<file path="config.mk">
export PLATFORM = sky130hd
export DESIGN_NAME = debounce_toggle_multi_flat
export DESIGN_NICKNAME = d
export VERILOG_FILES = /design/src/rtl/debounce_pkg.sv /design/src/rtl/debounce_toggle_multi_if.sv /design/src/rtl/debounce_channel.sv /design/src/rtl/debounce_toggle_multi.sv /design/src/flat_wrapper.sv
export SDC_FILE = /design/constraint.sdc
export NUM_CORES = 1
export LEC_CHECK = 0
export CAP_MARGIN = 10
export CORE_MARGIN = 4
export CORE_UTILIZATION = 45
export DETAILED_ROUTE_END_ITERATION = 10
export PLACE_DENSITY = 0.76
export SETUP_SLACK_MARGIN = 0.15
export SLEW_MARGIN = 20
export SYNTH_ARGS = -nofsm -noshare
export SYNTH_HDL_FRONTEND = slang
export SYNTH_SLANG_ARGS = --single-unit
</file>
<file path="constraint.sdc">
create_clock -name CLK_1KHZ -period 2 [get_ports CLK_1KHZ]
set_clock_uncertainty 0.05 [all_clocks]
set_input_delay 0.6 -clock CLK_1KHZ [delete_from_list [all_inputs] [get_ports CLK_1KHZ]]
set_output_delay 0.6 -clock CLK_1KHZ [all_outputs]
set_load 0.005 [all_outputs]
</file>
<file path="src/rtl/debounce_pkg.sv">
// Shared types and width helpers for the multi-channel button debouncer.
// Holds the per-channel press FSM encoding and default timing constants.
package debounce_pkg;

  typedef enum logic [1:0] {
    RELEASED  = 2'd0,
    PRESSED   = 2'd1,
    LONG_HELD = 2'd2
  } btn_state_t;

  localparam int DEF_N_CH       = 4;
  localparam int DEF_STABLE_CNT = 20;
  localparam int DEF_LONG_CNT   = 1000;

  // Counter width for a terminal value of n-1; never narrower than one bit.
  function automatic int width_of(input int n);
    return (n < 2) ? 1 : $clog2(n);
  endfunction

endpackage

</file>
<file path="src/rtl/debounce_toggle_multi_if.sv">
// Button bundle between board pins and control logic: raw inputs and clears in,
// debounced level, toggle and strobes out, plus per-channel FSM state for debug.
interface debounce_toggle_multi_if #(
    parameter int N_CH = 4
);
    import debounce_pkg::*;

    logic [N_CH-1:0] BTN_RAW;
    logic [N_CH-1:0] CLR_TOGGLE;
    logic [N_CH-1:0] BTN_LEVEL;
    logic [N_CH-1:0] BTN_TOGGLE;
    logic [N_CH-1:0] BTN_PRESS;
    logic [N_CH-1:0] BTN_RELEASE;
    logic [N_CH-1:0] BTN_LONG;
    btn_state_t [N_CH-1:0] fsm_state;

    modport master (
        output BTN_RAW, CLR_TOGGLE,
        input  BTN_LEVEL, BTN_TOGGLE, BTN_PRESS, BTN_RELEASE, BTN_LONG, fsm_state
    );

    modport slave (
        input  BTN_RAW, CLR_TOGGLE,
        output BTN_LEVEL, BTN_TOGGLE, BTN_PRESS, BTN_RELEASE, BTN_LONG, fsm_state
    );

endinterface

</file>
<file path="src/rtl/debounce_channel.sv">
// One button channel: 2-flop synchroniser, stability counter, press/long FSM
// and toggle flop. All strobes are registered and mutually exclusive.
module debounce_channel
    import debounce_pkg::*;
#(
    parameter int STABLE_CNT = 20,
    parameter int LONG_CNT   = 1000
) (
    input  logic       clk,
    input  logic       rst_n,
    input  logic       raw,
    input  logic       clr_toggle,
    output logic       level,
    output logic       toggle,
    output logic       press_strb,
    output logic       release_strb,
    output logic       long_strb,
    output btn_state_t state
);

    localparam int CW = width_of(STABLE_CNT);
    localparam int HW = width_of(LONG_CNT);
    localparam logic [CW-1:0] CNT_LAST  = CW'(STABLE_CNT - 1);
    localparam logic [HW-1:0] HOLD_LAST = HW'(LONG_CNT - 1);

    logic          s1, s2;
    logic [CW-1:0] cnt, cnt_n;
    logic [HW-1:0] hold, hold_n, hold_inc;
    logic          level_n, rise, fall;
    logic          toggle_n, press_n, release_n, long_n;
    btn_state_t    state_n;

    always_ff @(posedge clk or negedge rst_n) begin
        if (!rst_n) begin
            s1           <= 1'b0;
            s2           <= 1'b0;
            cnt          <= '0;
            level        <= 1'b0;
            hold         <= '0;
            state        <= RELEASED;
            toggle       <= 1'b0;
            press_strb   <= 1'b0;
            release_strb <= 1'b0;
            long_strb    <= 1'b0;
        end else begin
            s1           <= raw;
            s2           <= s1;
            cnt          <= cnt_n;
            level        <= level_n;
            hold         <= hold_n;
            state        <= state_n;
            toggle       <= toggle_n;
            press_strb   <= press_n;
            release_strb <= release_n;
            long_strb    <= long_n;
        end
    end

    // The FSM reacts to the level change on the same edge it is committed,
    // so strobes line up with the new debounced level.
    always_comb begin
        cnt_n   = cnt;
        level_n = level;
        if (s2 == level) begin
            cnt_n = '0;
        end else if (cnt == CNT_LAST) begin
            level_n = s2;
            cnt_n   = '0;
        end else begin
            cnt_n = cnt + CW'(1);
        end
        rise = level_n & ~level;
        fall = ~level_n & level;
    end

    always_comb begin
        hold_inc  = (hold == '1) ? hold : hold + HW'(1);
        state_n   = state;
        hold_n    = hold;
        toggle_n  = toggle;
        press_n   = 1'b0;
        release_n = 1'b0;
        long_n    = 1'b0;
        case (state)
            RELEASED: begin
                if (rise) begin
                    state_n  = PRESSED;
                    press_n  = 1'b1;
                    toggle_n = ~toggle;
                    hold_n   = '0;
                end
            end
            PRESSED: begin
                // A fall on the long-press edge takes priority over the long strobe.
                if (fall) begin
                    state_n   = RELEASED;
                    release_n = 1'b1;
                end else if (hold == HOLD_LAST) begin
                    state_n = LONG_HELD;
                    long_n  = 1'b1;
                    hold_n  = hold_inc;
                end else begin
                    hold_n = hold_inc;
                end
            end
            LONG_HELD: begin
                if (fall) begin
                    state_n   = RELEASED;
                    release_n = 1'b1;
                end else begin
                    hold_n = hold_inc;
                end
            end
            default: state_n = RELEASED;
        endcase
        if (clr_toggle) toggle_n = 1'b0;
    end

endmodule

</file>
<file path="src/rtl/debounce_toggle_multi.sv">
// N_CH independent debounce/toggle channels with optional input inversion
// for active-low buttons; inversion precedes the synchroniser.
module debounce_toggle_multi
    import debounce_pkg::*;
#(
    parameter int N_CH       = DEF_N_CH,
    parameter int STABLE_CNT = DEF_STABLE_CNT,
    parameter int LONG_CNT   = DEF_LONG_CNT,
    parameter int ACTIVE_LOW = 0
) (
    input logic CLK_1KHZ,
    input logic RST_N,
    debounce_toggle_multi_if.slave btn
);

    logic [N_CH-1:0] raw_pol;
    logic [N_CH-1:0] level_vec, toggle_vec, press_vec, release_vec, long_vec;
    btn_state_t [N_CH-1:0] state_vec;

    assign raw_pol = (ACTIVE_LOW != 0) ? ~btn.BTN_RAW : btn.BTN_RAW;

    for (genvar i = 0; i < N_CH; i++) begin : g_ch
        debounce_channel #(
            .STABLE_CNT(STABLE_CNT),
            .LONG_CNT  (LONG_CNT)
        ) u_ch (
            .clk         (CLK_1KHZ),
            .rst_n       (RST_N),
            .raw         (raw_pol[i]),
            .clr_toggle  (btn.CLR_TOGGLE[i]),
            .level       (level_vec[i]),
            .toggle      (toggle_vec[i]),
            .press_strb  (press_vec[i]),
            .release_strb(release_vec[i]),
            .long_strb   (long_vec[i]),
            .state       (state_vec[i])
        );
    end

    assign btn.BTN_LEVEL   = level_vec;
    assign btn.BTN_TOGGLE  = toggle_vec;
    assign btn.BTN_PRESS   = press_vec;
    assign btn.BTN_RELEASE = release_vec;
    assign btn.BTN_LONG    = long_vec;
    assign btn.fsm_state   = state_vec;

endmodule

</file>
<file path="src/flat_wrapper.sv">
// flat-port wrapper written by rule: the top's interface ports become plain ports
module debounce_toggle_multi_flat import debounce_pkg::*;
#(
    parameter int N_CH       = DEF_N_CH,
    parameter int STABLE_CNT = DEF_STABLE_CNT,
    parameter int LONG_CNT   = DEF_LONG_CNT,
    parameter int ACTIVE_LOW = 0
)
  (CLK_1KHZ, RST_N, btn_BTN_RAW, btn_CLR_TOGGLE, btn_BTN_LEVEL, btn_BTN_TOGGLE, btn_BTN_PRESS, btn_BTN_RELEASE, btn_BTN_LONG, btn_fsm_state);
  debounce_toggle_multi_if #(.N_CH(N_CH)) btn_i ();
  input logic CLK_1KHZ;
  input logic RST_N;
  input wire logic [$bits(btn_i.BTN_RAW)-1:0] btn_BTN_RAW;
  input wire logic [$bits(btn_i.CLR_TOGGLE)-1:0] btn_CLR_TOGGLE;
  output wire logic [$bits(btn_i.BTN_LEVEL)-1:0] btn_BTN_LEVEL;
  output wire logic [$bits(btn_i.BTN_TOGGLE)-1:0] btn_BTN_TOGGLE;
  output wire logic [$bits(btn_i.BTN_PRESS)-1:0] btn_BTN_PRESS;
  output wire logic [$bits(btn_i.BTN_RELEASE)-1:0] btn_BTN_RELEASE;
  output wire logic [$bits(btn_i.BTN_LONG)-1:0] btn_BTN_LONG;
  output wire logic [$bits(btn_i.fsm_state)-1:0] btn_fsm_state;
  assign btn_i.BTN_RAW = btn_BTN_RAW;
  assign btn_i.CLR_TOGGLE = btn_CLR_TOGGLE;
  assign btn_BTN_LEVEL = btn_i.BTN_LEVEL;
  assign btn_BTN_TOGGLE = btn_i.BTN_TOGGLE;
  assign btn_BTN_PRESS = btn_i.BTN_PRESS;
  assign btn_BTN_RELEASE = btn_i.BTN_RELEASE;
  assign btn_BTN_LONG = btn_i.BTN_LONG;
  assign btn_fsm_state = btn_i.fsm_state;
  debounce_toggle_multi #(.N_CH(N_CH), .STABLE_CNT(STABLE_CNT), .LONG_CNT(LONG_CNT), .ACTIVE_LOW(ACTIVE_LOW)) u_core (.CLK_1KHZ(CLK_1KHZ), .RST_N(RST_N), .btn(btn_i));
endmodule
</file>
# Word-level counts from Yosys, hierarchy flattened
# Cells that the tools add are included.
# totals
register_bits	96
inputBits	10
output_inout_bits	28
# classes
n_addsub	8
eq_ne	44
muxes	92
n_bitwise	20
reduce_logical	32
# ops
operator	count
10-bit 2-to-1 mux	12
10-bit == test, second input constant	8
10-bit one-hot mux with 2 select lines	4
1-bit 2-to-1 mux	48
10-bit by 1-bit adder with 10-bit output, second input constant	4
5-bit 2-to-1 mux	8
2-bit 2-to-1 mux	16
2-bit != test, second input constant	16
2-bit one-hot mux with 3 select lines	4
2-bit nonzero test	12
5-bit by 1-bit adder with 5-bit output, second input constant	4
5-bit == test, second input constant	4
4-bit AND reduction	4
3-bit != test, second input constant	4
1-bit inverter	12
3-bit AND reduction	4
1-bit bitwise AND	8
2-bit by 1-bit == test with 1-bit output, second input constant	4
2-bit == test, second input constant	4
2-bit zero test	4
2-bit AND reduction	4
2-bit OR reduction	4
1-bit == test	4

# Depth between registers and ports, before layout
# logic_depth
ltp_word	7
depth_mapped	9

# By module
# From an unflattened synthesis, not the netlist that was laid out.
# unflattened
cells_unflattened	522
area_unflattened_um2	5168.7
# modules_own_cells
module	n_inst	cells_per_inst	area_per_inst_um2
debounce_channel at u_core.g_ch[0].u_ch ...	3	133	1322.5
debounce_channel at u_core.g_ch[3].u_ch	1	123	1201.2

# Worst setup path before layout
# OpenSTA, ideal clock, no wires.
# synth_timing
path_type	register -> register
from	register u_core.g_ch[2].u_ch.state[0]
to	register u_core.g_ch[2].u_ch.hold[9]
setup_ns	0.131
arrival_ns	1.904
path_slack_ns	-0.085
path_stages_with_launch	9
n_path_buf	1
synth_period_minus_slack_ns	2.085
path_cell_list	dfrtp_1 inv_1 ha_1 clkbuf_1 nand3_1 nor3_1 a2111oi_2 and4b_1 or3_1
# synth_between
elab_chain_cells	4
elab_cells_between_ends	10
# synth_lines
element	line	rtl
from (decl)	debounce_channel.sv:18	output btn_state_t state
from (signal assigned)	debounce_channel.sv:51	state <= state_n;
2-bit == test / 2-bit by 1-bit == test with 1-bit output (equally long branches)	debounce_channel.sv:84	case (state)
2-bit OR reduction (no source line)	n/a	
2-bit != test (no source line) / 2-bit nonzero test (equally long branches)	n/a	
4-bit AND reduction (no source line)	n/a	
to (signal assigned)	debounce_channel.sv:50	hold <= hold_n;
to (decl)	debounce_channel.sv:28	logic [HW-1:0] hold, hold_n, hold_inc;
# Parallel ways exist; a longest one is shown, timed or not.
# A chain may end at the register's enable or synchronous reset.

# Worst setup path in the final report
# layout_timing
from	register u_core.g_ch[1].u_ch.cnt[0]
to	register u_core.g_ch[1].u_ch.hold[7]
# layout_between
elab_chain_cells	7
elab_cells_between_ends	9
# layout_lines
element	line	rtl
from (decl)	debounce_channel.sv:27	logic [CW-1:0] cnt, cnt_n;
from (signal assigned)	debounce_channel.sv:48	cnt <= cnt_n;
5-bit == test *	debounce_channel.sv:66	end else if (cnt == CNT_LAST) begin
1-bit 2-to-1 mux *	debounce_channel.sv:66	
1-bit 2-to-1 mux *	debounce_channel.sv:64	if (s2 == level) begin
1-bit inverter	debounce_channel.sv:73	fall = ~level_n & level;
1-bit bitwise AND	debounce_channel.sv:73	
2-bit != test (no source line)	n/a	
4-bit AND reduction (no source line) *	n/a	
to (signal assigned)	debounce_channel.sv:50	
to (decl)	debounce_channel.sv:28	
# Mark *: on every way between the ends. The rest lies on a longest branch, timed or not.

==> flow_metrics.tcl <==
set metrics [dict create \
    cts_max_path_buffers 2 \
    synth.avg_cell_area_um2 9.69 \
    routabilityCongestion 0.849 \
    vias_per_cell 5.63 \
    pre_cts_slack_ps -19.1 \
    r2r_end "u_core.g_ch[1].u_ch.hold[7]" \
    fin_ws_ps 16.0 \
    async_reset_ff_share_pct 100 \
    start_kind "flip-flop" \
    grt_pass1_wl_mm 19.1 \
    cap_viol_max_count 0 \
    status "completed" \
    r2r_slack_ps 20 \
    end_kind "flip-flop" \
    hold_class "in2async" \
    synthFlopType "dfrtp_1" \
    max_slew_margin_pct 70.3 \
    p_sw_uw 1320 \
    cts_root_buffer "clkbuf_16" \
    post-route-util_pct 65.2 \
    track_usage_pct 17.8 \
    tightest_slew_ps 444 \
    combPwrFrac_pct 19.6 \
    cts_buffers 9 \
    yosys.area.top_type "dfrtp_1" \
    seq_power_share_pct 41.9 \
    die_area_um2 13100 \
    n_antenna_cell 0 \
    path_class "reg2reg" \
    grt_max_degree 48 \
    dp_hpwl_mm 7.43 \
    ys_types 62 \
    rows 38 \
    clk_latency_ps 350 \
    first_iter_violations 238 \
    cp.required_ps 2220 \
    wl_per_cell_um 15.3 \
    yosys.area.top_type_share_pct 47.1 \
    timing.final.crit_period_ps 1980 \
    ios 38 \
    yosys_warnings 0 \
    ir_drop_mv 0.484 \
    clkPwrFrac_pct 38.5 \
    grt_pass1_vias 4380 \
    synth_fp_nets 556 \
    cts_sinks 96 \
    synthTopCellsByCount "dfrtp_1 (96), nand2_1 (58), nor2_1 (44)" \
    synth_cells 526 \
    syn_area_um2 5100 \
    fin_tns_setup_ps 0 \
    synthTopCellsByArea "dfrtp_1 (47%), ha_1 (4.9%), nand2_1 (4.3%), nor2_1 (3.2%), buf_4 (3.1%)" \
    p_int_uw 3630 \
    core_um2 11000 \
    ys_seq_area_share_pct 47.1 \
    cp_max_fo 6 \
    drive_gt1_share_pct 32.6 \
    postLayoutCellArea_um2 7160 \
    fin_cells 790 \
    leakage_uw 0.00325 \
    rsz0062_at_grt "true" \
    critical_path_arrival_ps 2200 \
    ant_nets 0 \
    netSwitchingFraction_pct 26.7 \
    reg2regPathDepth 6 \
    yosysMostFrequentCell "dfrtp_1" \
    nNetsFinal 675 \
    fp.dieH_um 114 \
    dr.pass1.iters 4 \
    fmax_mhz 504 \
    via_count 4449 \
    wl_mm 12.1 \
    crit-reg2reg-launch "u_core.g_ch[1].u_ch.cnt[0]" \
    initial_utilization_pct 46.4 \
    cts_tree "yes" \
    ys_ff_latch 96 \
    grt-ovfl-total 0 \
    hold_viol 0 \
    drc_errors 0 \
    p_per_area_nw_per_um2 692 \
    slew_viol_final 0 \
    portBuffers 37 \
    placedInstanceArea_um2 5930 \
    antenna_found_initial 0 \
    htree_levels 3 \
    syn_to_final_growth_pct 40.4 \
    fillers 789 \
    die_w_um 114 \
    synth_edf_count 0 \
    dp_cells 718 \
    cts.reportedPaths.clkPinSlew_ps 70 \
    setup_viol 0 \
    fin_crit_sh_pct 99.2 \
]
cells by family (layout without fill, tap and decap cells):
family,Yosys count,after routing,share of synthesized area (%)
xor gates and xnor gates,17,17,2.92
adders and majority gates,20,20,4.91
muxes,10,10,2.06
and+or+nand+nor,224,224,23.6
DFF,96,96,47.1
AOI/OAI and AO/OA,105,106,13.6
buffers and inverters,54,177,5.77
how the worst max path moves through the flow:
stage | slack, ps | from | depth (start not counted) | end
after floorplan | 70 | u_core.g_ch[2].u_ch.state[1] | 7 | u_core.g_ch[2].u_ch.hold[9]
after global placement | 10 | u_core.g_ch[2].u_ch.cnt[0] | 7 | u_core.g_ch[2].u_ch.hold[7]
after detailed placement | -20 | u_core.g_ch[2].u_ch.cnt[0] | 7 | u_core.g_ch[2].u_ch.hold[7]
after CTS | 3 | u_core.g_ch[2].u_ch.level | 1 | btn_BTN_LEVEL[2]
after global routing | -60 | u_core.g_ch[2].u_ch.cnt[1] | 6 | u_core.g_ch[2].u_ch.hold[9]
final | 20 | u_core.g_ch[1].u_ch.cnt[0] | 6 | u_core.g_ch[1].u_ch.hold[7]
placed cells by master, fill, tap and decap left out, drive strengths merged, types with 5 or more instances in the layout:
cell type / synthesis / final
or3: 7 / 7
or4: 6 / 6
and4: 5 / 5
ha: 20 / 20
inv: 23 / 25
buf: 26 / 102
nor4: 7 / 7
nand2b: 9 / 9
nand3: 28 / 28
o31ai: 6 / 6
dfrtp: 96 / 96
xor2: 7 / 7
a21oi: 14 / 14
dlymetal6s2s: 0 / 8
nor3: 12 / 12
clkdlybuf4s50: 0 / 13
clkbuf: 5 / 11
a31oi: 9 / 9
nand4: 9 / 9
nor2: 44 / 44
nand2: 58 / 58
dlygate4sd2: 0 / 15
and2: 8 / 8
and3: 8 / 8
mux2i: 6 / 6
o21ai: 35 / 36
xnor2: 10 / 10
flip-flops by register name (all words and copies together), names as in the netlist:
name                           count
u_core.g_ch.u_ch.cnt              20
u_core.g_ch.u_ch.hold             40
u_core.g_ch.u_ch.level             4
u_core.g_ch.u_ch.long_strb         4
u_core.g_ch.u_ch.press_strb        4
u_core.g_ch.u_ch.release_strb      4
u_core.g_ch.u_ch.s1                4
u_core.g_ch.u_ch.s2                4
u_core.g_ch.u_ch.state             8
u_core.g_ch.u_ch.toggle            4
worst max-delay path, stage by stage (launching register included):
cell and delay [ps]:
dfrtp_1 390, ha_2 190, and4bb_2 270, a211oi_4 320, o21ai_4 120, or4b_1 470
o211ai_1 100
metrics by stage:
| step | hold WS [ps] | power (uW) |
|---|---|---|
| after floorplan | 254 | 2490 |
| after global placement | 283 | 2770 |
| after detailed placement | 285 | 2790 |
| after CTS | 122 | 4800 |
| after global routing | 130 | 5170 |
| final | 105 | 4950 |
power groups by stage:
stage          Clock (uW)  Combinational, uW  Sequential, uW
3_3_place_gp            0                675            2090
2_1_floorplan           0                386            2100
4_1_cts              1940                792            2070
5_1_grt              2030               1060            2080
6_report             1910                968            2080
3_5_place_dp            0                693            2100
area by class of cell:
class                   count  area, um2  share of cell area, %
clock inverters             5       86.3                   1.21
inverters                  23       86.3                   1.21
multi-input cells         377       2960                   41.3
clock buffers              11        243                   3.39
repair buffers            138       1200                   16.8
well taps                 140        175                   2.45
flip-flops and latches     96       2410                   33.6
timing repair:
item                                    CTS  global route
buffers inserted                         22            33
pin swaps                                26            39
endpoints found under the setup margin   50            55
cloned                                    1             0
hold buffers                              0             0
gates resized for setup                  48            83
layer usage:
| metal | track usage [%] | vias up | share of wire (%) |
|---|---|---|---|
| li1 | - | 2125 | - |
| met1 | 20.8 | 2189 | 40 |
| met2 | 31.5 | 105 | 53 |
| met3 | 3.01 | 30 | 3.6 |
| met4 | 8.63 | 0 | 2.6 |
| met5 | 0 | - | 0 |
No activity file was read; power rests on OpenSTA's default activity.
